<file path="config.mk">
export PLATFORM = sky130hd
export DESIGN_NAME = elf_dma_in
export DESIGN_NICKNAME = d
export VERILOG_FILES = /design/src/rtl/elf_pkg.sv /design/src/rtl/elf_byte_fifo.sv /design/src/rtl/elf_dma_in.sv
export SDC_FILE = /design/constraint.sdc
export NUM_CORES = 1
export LEC_CHECK = 0
export ABC_AREA = 1
export CORE_MARGIN = 3
export CORE_UTILIZATION = 56
export CTS_BUF_LIST = sky130_fd_sc_hd__clkbuf_8
export DETAILED_ROUTE_END_ITERATION = 10
export GPL_TIMING_DRIVEN = 0
export PLACE_DENSITY = 0.82
export SYNTH_ARGS = -nofsm -noshare
export SYNTH_HDL_FRONTEND = slang
export SYNTH_SLANG_ARGS = --single-unit
</file>
<file path="constraint.sdc">
create_clock -name clk -period 2.2 [get_ports clk]
set_input_delay 0.44 -clock clk [delete_from_list [all_inputs] [get_ports clk]]
set_output_delay 0.44 -clock clk [all_outputs]
set_load 0.02 [all_outputs]
</file>
<file path="src/rtl/elf_pkg.sv">
// Shared definitions for the CDP1802 DMA-in path: CPU state codes and the
// DMA-in controller state encoding.
package elf_pkg;

  localparam logic [1:0] SC_FETCH = 2'b00;
  localparam logic [1:0] SC_EXEC  = 2'b01;
  localparam logic [1:0] SC_DMA   = 2'b10;
  localparam logic [1:0] SC_INT   = 2'b11;

  typedef enum logic [1:0] {
    ST_IDLE = 2'b00,
    ST_REQ  = 2'b01,
    ST_XFER = 2'b10
  } dma_state_t;

endpackage

</file>
<file path="src/rtl/elf_byte_fifo.sv">
// Circular byte FIFO with power-of-two depth; a push coinciding with a pop
// is accepted even when full, since a slot frees on the same edge.
module elf_byte_fifo #(
  parameter int DEPTH = 4,
  localparam int AW = $clog2(DEPTH)
) (
  input  logic          clk,
  input  logic          reset,
  input  logic          push,
  input  logic          pop,
  input  logic [7:0]    din,
  output logic [7:0]    head_data,
  output logic [AW:0]   count,
  output logic          full,
  output logic          empty
);

  logic [7:0]    mem [DEPTH];
  logic [AW-1:0] head;
  logic [AW-1:0] tail;
  logic          do_push;
  logic          do_pop;
  logic [AW:0]   count_nxt;

  assign do_pop  = pop & ~empty;
  assign do_push = push & (~full | do_pop);

  always_comb begin
    count_nxt = count;
    case ({do_push, do_pop})
      2'b10:   count_nxt = count + 1'b1;
      2'b01:   count_nxt = count - 1'b1;
      default: count_nxt = count;
    endcase
  end

  // Pointers are exactly AW bits, so increment wraps modulo DEPTH.
  always_ff @(posedge clk or posedge reset) begin
    if (reset) begin
      head  <= '0;
      tail  <= '0;
      count <= '0;
      full  <= 1'b0;
      empty <= 1'b1;
    end else begin
      if (do_push) tail <= tail + 1'b1;
      if (do_pop)  head <= head + 1'b1;
      count <= count_nxt;
      full  <= (count_nxt == (AW+1)'(DEPTH));
      empty <= (count_nxt == '0);
    end
  end

  always_ff @(posedge clk) begin
    if (do_push) mem[tail] <= din;
  end

  assign head_data = mem[head];

endmodule

</file>
<file path="src/rtl/elf_dma_in.sv">
// DMA-in source for the CDP1802: queues bytes from a loader/keypad and
// delivers them one per granted DMA cycle, retrying on aborted grants.
module elf_dma_in
  import elf_pkg::*;
#(
  parameter int DEPTH = 4,
  localparam int AW = $clog2(DEPTH)
) (
  input  logic          clk,
  input  logic          reset,
  input  logic          clk_enable,
  input  logic          enable,
  input  logic [7:0]    byte_in,
  input  logic          byte_wr,
  input  logic [1:0]    sc,
  input  logic          mem_write,
  output logic          dma_in_req,
  output logic [7:0]    dma_data,
  output logic          dma_oe,
  output logic          empty,
  output logic          full,
  output logic [AW:0]   count,
  output logic          overflow
);

  dma_state_t state;
  dma_state_t state_nxt;
  logic [7:0] head_data;
  logic       push;
  logic       pop;
  logic       more;

  assign push = byte_wr & clk_enable;
  assign pop  = (state == ST_XFER) & clk_enable & (sc == SC_DMA) & mem_write & ~empty;
  assign more = (count > (AW+1)'(1));

  elf_byte_fifo #(.DEPTH(DEPTH)) u_fifo (
    .clk       (clk),
    .reset     (reset),
    .push      (push),
    .pop       (pop),
    .din       (byte_in),
    .head_data (head_data),
    .count     (count),
    .full      (full),
    .empty     (empty)
  );

  always_ff @(posedge clk or posedge reset) begin
    if (reset)                    overflow <= 1'b0;
    else if (push & full & ~pop)  overflow <= 1'b1;
  end

  always_ff @(posedge clk or posedge reset) begin
    if (reset)           state <= ST_IDLE;
    else if (clk_enable) state <= state_nxt;
  end

  always_comb begin
    state_nxt  = state;
    dma_in_req = 1'b0;
    dma_oe     = 1'b0;
    dma_data   = 8'h00;
    case (state)
      ST_IDLE: begin
        if (enable && !empty) state_nxt = ST_REQ;
      end
      ST_REQ: begin
        dma_in_req = 1'b1;
        if (!enable)           state_nxt = ST_IDLE;
        else if (sc == SC_DMA) state_nxt = ST_XFER;
      end
      ST_XFER: begin
        dma_oe     = 1'b1;
        dma_data   = head_data;
        dma_in_req = more;
        // enable is ignored until the write lands so a transfer is never cut short
        if (sc == SC_DMA && mem_write) state_nxt = (more && enable) ? ST_REQ : ST_IDLE;
        else if (sc != SC_DMA)         state_nxt = ST_REQ;
      end
      default: state_nxt = ST_IDLE;
    endcase
  end

endmodule

</file>
# Word-level counts from Yosys, hierarchy flattened
# Memory sizes are Yosys's and may differ from the RTL's.
# Index checks and enable logic that the tools add are counted.
word_totals:
  latch_bits: 0
  mem_count: 1
  reg_bits: 12
  out_inout_bits: 16
  rom_bits: 0
  in_bits: 16
  ramBits: 32
op_classes:
  n_eq_ne: 10
  magnitude_cmp: 1
  n_div: 0
  n_mux: 13
  n_mul: 0
  add_sub_neg: 4
  n_reduce_logical: 7
  n_shift: 0
  bitwise: 13
memory_table:
  columns: ["name", "depth", "width", "read_ports", "rd_clocked_by_memory_dff", "wr", "line_no", "source"]
  rows:
  - ["u_fifo.mem", 4, 8, 1, 0, 1, "elf_byte_fifo.sv:18", "logic [7:0] mem [DEPTH];"]
ops:
  columns: ["cell", "count"]
  rows:
  - ["$mux W2", 5]
  - ["$and A1 B1 Y1", 9]
  - ["$mux W8", 1]
  - ["$eq A2 B2 Y1 const B", 3]
  - ["$pmux W2 S3", 1]
  - ["$pmux W3 S2", 1]
  - ["$add A2 B1 Y2 const B", 2]
  - ["$eq A2 B1 Y1 const B", 2]
  - ["$mux W1", 4]
  - ["$ne A2 B2 Y1 const B", 2]
  - ["$reduce_and A4 Y1", 1]
  - ["$add A3 B1 Y3 const B", 1]
  - ["$eq A3 B3 Y1 const B", 1]
  - ["$gt A3 B1 Y1 const B", 1]
  - ["$logic_and A1 B1 Y1", 3]
  - ["$logic_not A3 Y1", 1]
  - ["$ne A3 B1 Y1 const B", 1]
  - ["$ne A3 B3 Y1 const B", 1]
  - ["$not A1 Y1", 3]
  - ["$sub A3 B1 Y3 const B", 1]
  - ["$logic_not A2 Y1", 1]
  - ["$pmux W1 S2", 1]
  - ["$logic_not A1 Y1", 1]
  - ["$or A1 B1 Y1", 1]

# Longest topological paths before layout
logic_depth:
  ltp_word: 11
  mapped_depth: 15
  mapped_depth_nobuf: 15

# Modules after synthesis
# From an unflattened synthesis, not the netlist that was laid out.
unflattened:
  hier_cells: 201
  hier_area_um2: 2092.0
modules_own_cells:
  columns: ["module", "n_inst", "area_per_inst_um2", "cells_per_inst"]
  rows:
  - ["elf_byte_fifo", 1, 1686.6, 135]
  - ["elf_dma_in", 1, 405.4, 66]

# Least setup slack after synthesis
# Ideal clock, no wire load.
synth_path:
  path_kind: "register to register"
  startpoint: "register state[0]"
  endpoint: "register u_fifo.full"
  setup_slack_ns: 0.036
  required_ns: 2.128
  stages_incl_launch_ff: 14
  setup_time_ns: 0.072
  arrival_ns: 2.092
  path_buffers: 0
  synth_period_minus_slack_ns: 2.164
  cell_sequence: "dfrtp_1 > inv_1 > ha_1 > inv_2 > nor2_4 > nand2_4 > nand2_4 > nand2_4 > ha_1 > inv_1 > nand3_1 > o21ai_0 > nand3_1 > nor2_1"
synth_between:
  elab_chain_len: 11
  elab_cells_between_ends: 12
  cone_classes: "eq/ne: 4; mux: 1; bitwise: 7"
synth_lines:
  columns: ["item", "line_no", "source"]
  rows:
  - ["from (decl)", "elf_dma_in.sv:26", "dma_state_t state;"]
  - ["from (signal assigned)", "elf_dma_in.sv:56", "else if (clk_enable) state <= state_nxt;"]
  - ["$eq A2 B2 Y1 *", "elf_dma_in.sv:34", "assign pop = (state == ST_XFER) & clk_enable & (sc == SC_DMA) & mem_write & ~empty;"]
  - ["$and A1 B1 Y1 * (4 in series)", "elf_dma_in.sv:34", null]
  - ["$and A1 B1 Y1 *", "elf_byte_fifo.sv:25", "assign do_pop = pop & ~empty;"]
  - ["$or A1 B1 Y1", "elf_byte_fifo.sv:26", "assign do_push = push & (~full | do_pop);"]
  - ["$and A1 B1 Y1", "elf_byte_fifo.sv:26", null]
  - ["$eq A2 B1 Y1 or $eq A2 B2 Y1 (tied branches)", "elf_byte_fifo.sv:30", "case ({do_push, do_pop})"]
  - ["$pmux W3 S2 *", "elf_byte_fifo.sv:30", null]
  - ["$eq A3 B3 Y1 *", "elf_byte_fifo.sv:49", "full <= (count_nxt == (AW+1)'(DEPTH));"]
  - ["to (signal assigned)", "elf_byte_fifo.sv:49", null]
  - ["to (decl)", "elf_byte_fifo.sv:14", "output logic full,"]
# Mark *: on every way between the ends. The rest lies on a longest branch, timed or not.
# A chain may end at the register's enable or synchronous reset.

# Final worst setup path
layout_path:
  startpoint: "register u_fifo.head[1]"
  endpoint: "output dma_data[7]"
layout_between:
  elab_chain_len: 2
layout_lines:
  columns: ["item", "line_no", "source"]
  rows:
  - ["from (decl)", "elf_byte_fifo.sv:19", "logic [AW-1:0] head;"]
  - ["from (signal assigned)", "elf_byte_fifo.sv:47", "if (do_pop) head <= head + 1'b1;"]
  - ["$mem_v2 Z4 W8", null, null]
  - ["$mux W8", "elf_dma_in.sv:64", "case (state)"]
  - ["to (decl)", "elf_dma_in.sv:18", "output logic [7:0] dma_data,"]
# No other way between the ends.

==> summary.txt <==
Status
  • Status: finished, final reports clean

Global routing
  • Grt total ovfl: 0
  • Vias in the first global route: 1369
  • Initial antenna violation count: 0
  • Largest net degree at the start of global routing: 18
  • Gr usage total: 19.70%
  • First-pass GRT wire length: 6334 µm

CTS
  • CTS clk-pin slew, worst paths: 0.08 ns
  • Hold buffer count at CTS: 0
  • Clk Tree Root Cell: clkbuf_8
  • CTS tree: built
  • Clk sinks: 44
  • Maximum clock path buffer count: 2
  • Later-pin clock latency in the skew report: 0.30 ns
  • Total CTS buffers: 5
  • Htree depth: 2

Logic synthesis
  • Main combinational cell family by area after synthesis: simple AND/OR/NAND/NOR gates
  • Ys async rst share: 27.27%
  • Synth warn: 0
  • Sequential fraction of the synthesis area: 59.39%
  • Synth area leaders: edfxtp_1, dfrtp_1, ha_1
  • Top_reg_cell synth: edfxtp_1
  • Post-synthesis cell type count: 25
  • Yosys top cell area share: 45.20%
  • Synth cell count leaders: nor2_1, edfxtp_1, nand2_1
  • Post-Syn Area per Cell: 10.07 µm²
  • EDFF count, synth: 32
  • Adder-cell share of the synthesized area: 7.652%
  • Mapped Nets: 240
  • Leading area contributor after synthesis: edfxtp_1
  • Post-Synth Simple-Gate Area: 18.36%
  • Synthesized cell area: 2126 µm²
  • Synth Area in Compound Gates: 7.416%
  • #FFs+latches synth: 44
  • Mux cell area share after synthesis: 0%
  • Top-count cell post-synth: nor2_1
  • Post-synthesis xor/xnor area fraction: 0.4120%
  • Post-synthesis cell count: 211

Placement
  • Hpwl dp: 2683 µm
  • GPL Wtd Cong: 0.8111
  • Post-DP Area: 2494 µm²
  • Port bufs: 31
  • Cell count after placement: 288
  • Pre-CTS setup slack: -0.2488 ns

Power
  • VDD IR max: 0.6234 mV
  • Lkg Pwr: 1.172 nW
  • Design Power: 2.607 mW
  • Power density over the cells: 970.2 nW/µm²

Cells and area
  • Fin util: 76.91%
  • # nets final: 284
  • P&R area growth vs syn: 26.43%
  • FILL cells: 218
  • Share of layout cells above drive strength 1: 16.80%
  • Diodes inserted: 0
  • Finished Layout Cells: 302
  • Sequential Area: 1264 µm²
  • Multi-input gate area: 744.5 µm²
  • Final Instance Area: 2688 µm²

Critical path
  • CP bufs+invs: 4
  • Worst setup SP type: flop
  • Critical path's largest stage delay: 0.35 ns
  • Crit path from: u_fifo.head[1]$_DFFE_PP0P_
  • Crit path max-delay family: buffers and inverters
  • Crit Path Category: flop to output port
  • Crit path DAT: 1.68 ns
  • Crit path max fanout: 5
  • Most common cell on crit path: buf_4
  • CP Cell Sequence: buf_6 > clkinvlp_4 > buf_4 > nor2_1 > o21ai_1 > a21oi_1 > buf_4
  • CP required: 1.76 ns
  • Worst R2R Start: state[0]$_DFFE_PP0P_
  • Crit path capture type: output port
  • Slowest-stage cell, CP: dfrtp_1

Drt
  • Drt pass-1 iters: 4
  • Avg Vias per Cell: 5.056
  • Final wirelength: 4110 µm
  • Iteration-0 DRC Markers: 131
  • Post-route DRC violation count: 0
  • DRT antenna net count: 0
  • DR vias: 1527
  • Routed len/inst: 13.61 µm

Timing
  • Hold slack: 0.4498 ns
  • Final min period: 2.122 ns
  • Max_slew headroom: 53.50%
  • Slew @ Worst Pin: 0.6950 ns
  • Final hold vios: 0
  • Unrepaired setup endpoints after global routing: yes
  • Final TNS setup: 0 ns
  • Max Slew Vio Count: 0
  • Final setup fails: 0
  • Final WS setup: 0.07846 ns
  • Skew final: 0.003289 ns
  • Fmax: 471.4 MHz
  • Period utilization: 96.43%

Hold path
  • Hold Crit Class: input port to asynchronous set/reset pin

Die
  • Row cnt: 21
  • Die X: 67.61 µm
  • Die Area: 4571 µm²
  • CORE AREA: 3495 µm²
  • Die Y: 67.61 µm
  • Starting density of the core: 60.83%
  • Ports: 32

Run
  • MaxCap Viol Count: 0
placed cells by master (no fill, tap or decap):
cell type and count:
o21a_1 1, inv_2 2, clkbuf_8 5, buf_6 2
o21ai_0 15, nand2_4 3, clkinvlp_4 2, buf_4 9
buf_12 1, dfrtp_2 1, o21ai_2 2, inv_4 2
ha_4 1, o21bai_1 1, clkdlybuf4s15_2 2, inv_6 1
ha_1 12, dfstp_2 1, clkbuf_2 1, nand4_1 2
nor2_2 3, edfxtp_1 32, dfrtp_1 10, o21ai_1 1
buf_2 2, nor2_1 39, o211ai_1 1, dlygate4sd2_1 2
xor2_1 1, clkdlybuf4s50_1 22, bufinv_16 1, a21oi_1 9
inv_1 25, nand3_1 9, nand2_1 31, nor2_4 2
worst paths after layout:
kind	end	slack, ns	cells past startpoint
min	state[1]$_DFFE_PP0P_	0.45	2
max in group asynchronous	u_fifo.empty$_DFF_PP1_	1.41	2
max	dma_data[7]	0.08	7
min reg2reg	overflow$_DFFE_PP0P_	0.48	1
max reg2reg	u_fifo.mem[0][0]$_DFFE_PP_	0.12	8
min in group clk	overflow$_DFFE_PP0P_	0.48	1
worst reg2reg max path: stages, from the launching register on:
cell,delay [ns]
dfrtp_2,0.44
inv_2,0.09
ha_4,0.17
inv_4,0.08
nor2_4,0.13
nand2_4,0.08
nand2_4,0.09
nand2_4,0.08
nor2_1,0.55
power by group:
| group | switching [mW] | leakage [nW] | total [mW] | internal, mW |
|---|---|---|---|---|
| clock network | 0.277 | 0.0548 | 0.619 | 0.342 |
| logic | 0.562 | 0.673 | 0.923 | 0.361 |
| registers | 0.0657 | 0.444 | 1.07 | 1.00 |
| total | 0.905 | 1.17 | 2.61 | 1.70 |
flip-flops by register name (all words and copies together) (netlist names):
| name | flops |
|---|---|
| u_fifo.empty | 1 |
| u_fifo.head | 2 |
| overflow | 1 |
| u_fifo.tail | 2 |
| u_fifo.mem | 32 |
| u_fifo.full | 1 |
| state | 2 |
| u_fifo.count | 3 |
final cells by class:
| type | count | share of cell area [%] |
|---|---|---|
| flip-flops and latches | 44 | 47.02 |
| multi-input cells | 133 | 27.70 |
| repair buffers | 38 | 13.22 |
| inverters | 30 | 4.516 |
| clock buffers | 5 | 2.561 |
| well taps | 46 | 2.142 |
| clock inverters | 3 | 1.723 |
| plain buffers | 3 | 1.117 |
routing by layer:
metal / part of all wire [%] / global-route usage [%] / up-vias / routed length, µm
met1: 43 / 25.44 / 706 / 1785
met5: 0 / 0 / - / 0
met2: 49 / 30.62 / 39 / 2022
li1: - / - / 774 / -
met3: 5.5 / 5.824 / 8 / 226
met4: 1.8 / 8.861 / 0 / 75
repair_timing:
action / in CTS / in global routing
resized for setup: 30 / 14
pin swaps: 1 / 3
setup endpoints to repair: 35 / 26
endpoints found under the hold margin: 0 / 0
setup buffers: 2 / 5
cell families (layout without fill, tap and decap cells):
group	count (synthesis)	after routing
buffers and inverters	34	79
AOI/OAI and AO/OA	30	30
xor gates and xnor gates	1	1
DFF	44	44
adders and majority gates	13	13
and+or+nand+nor	89	89
Note: power is estimated with default switching activity, not from simulation.
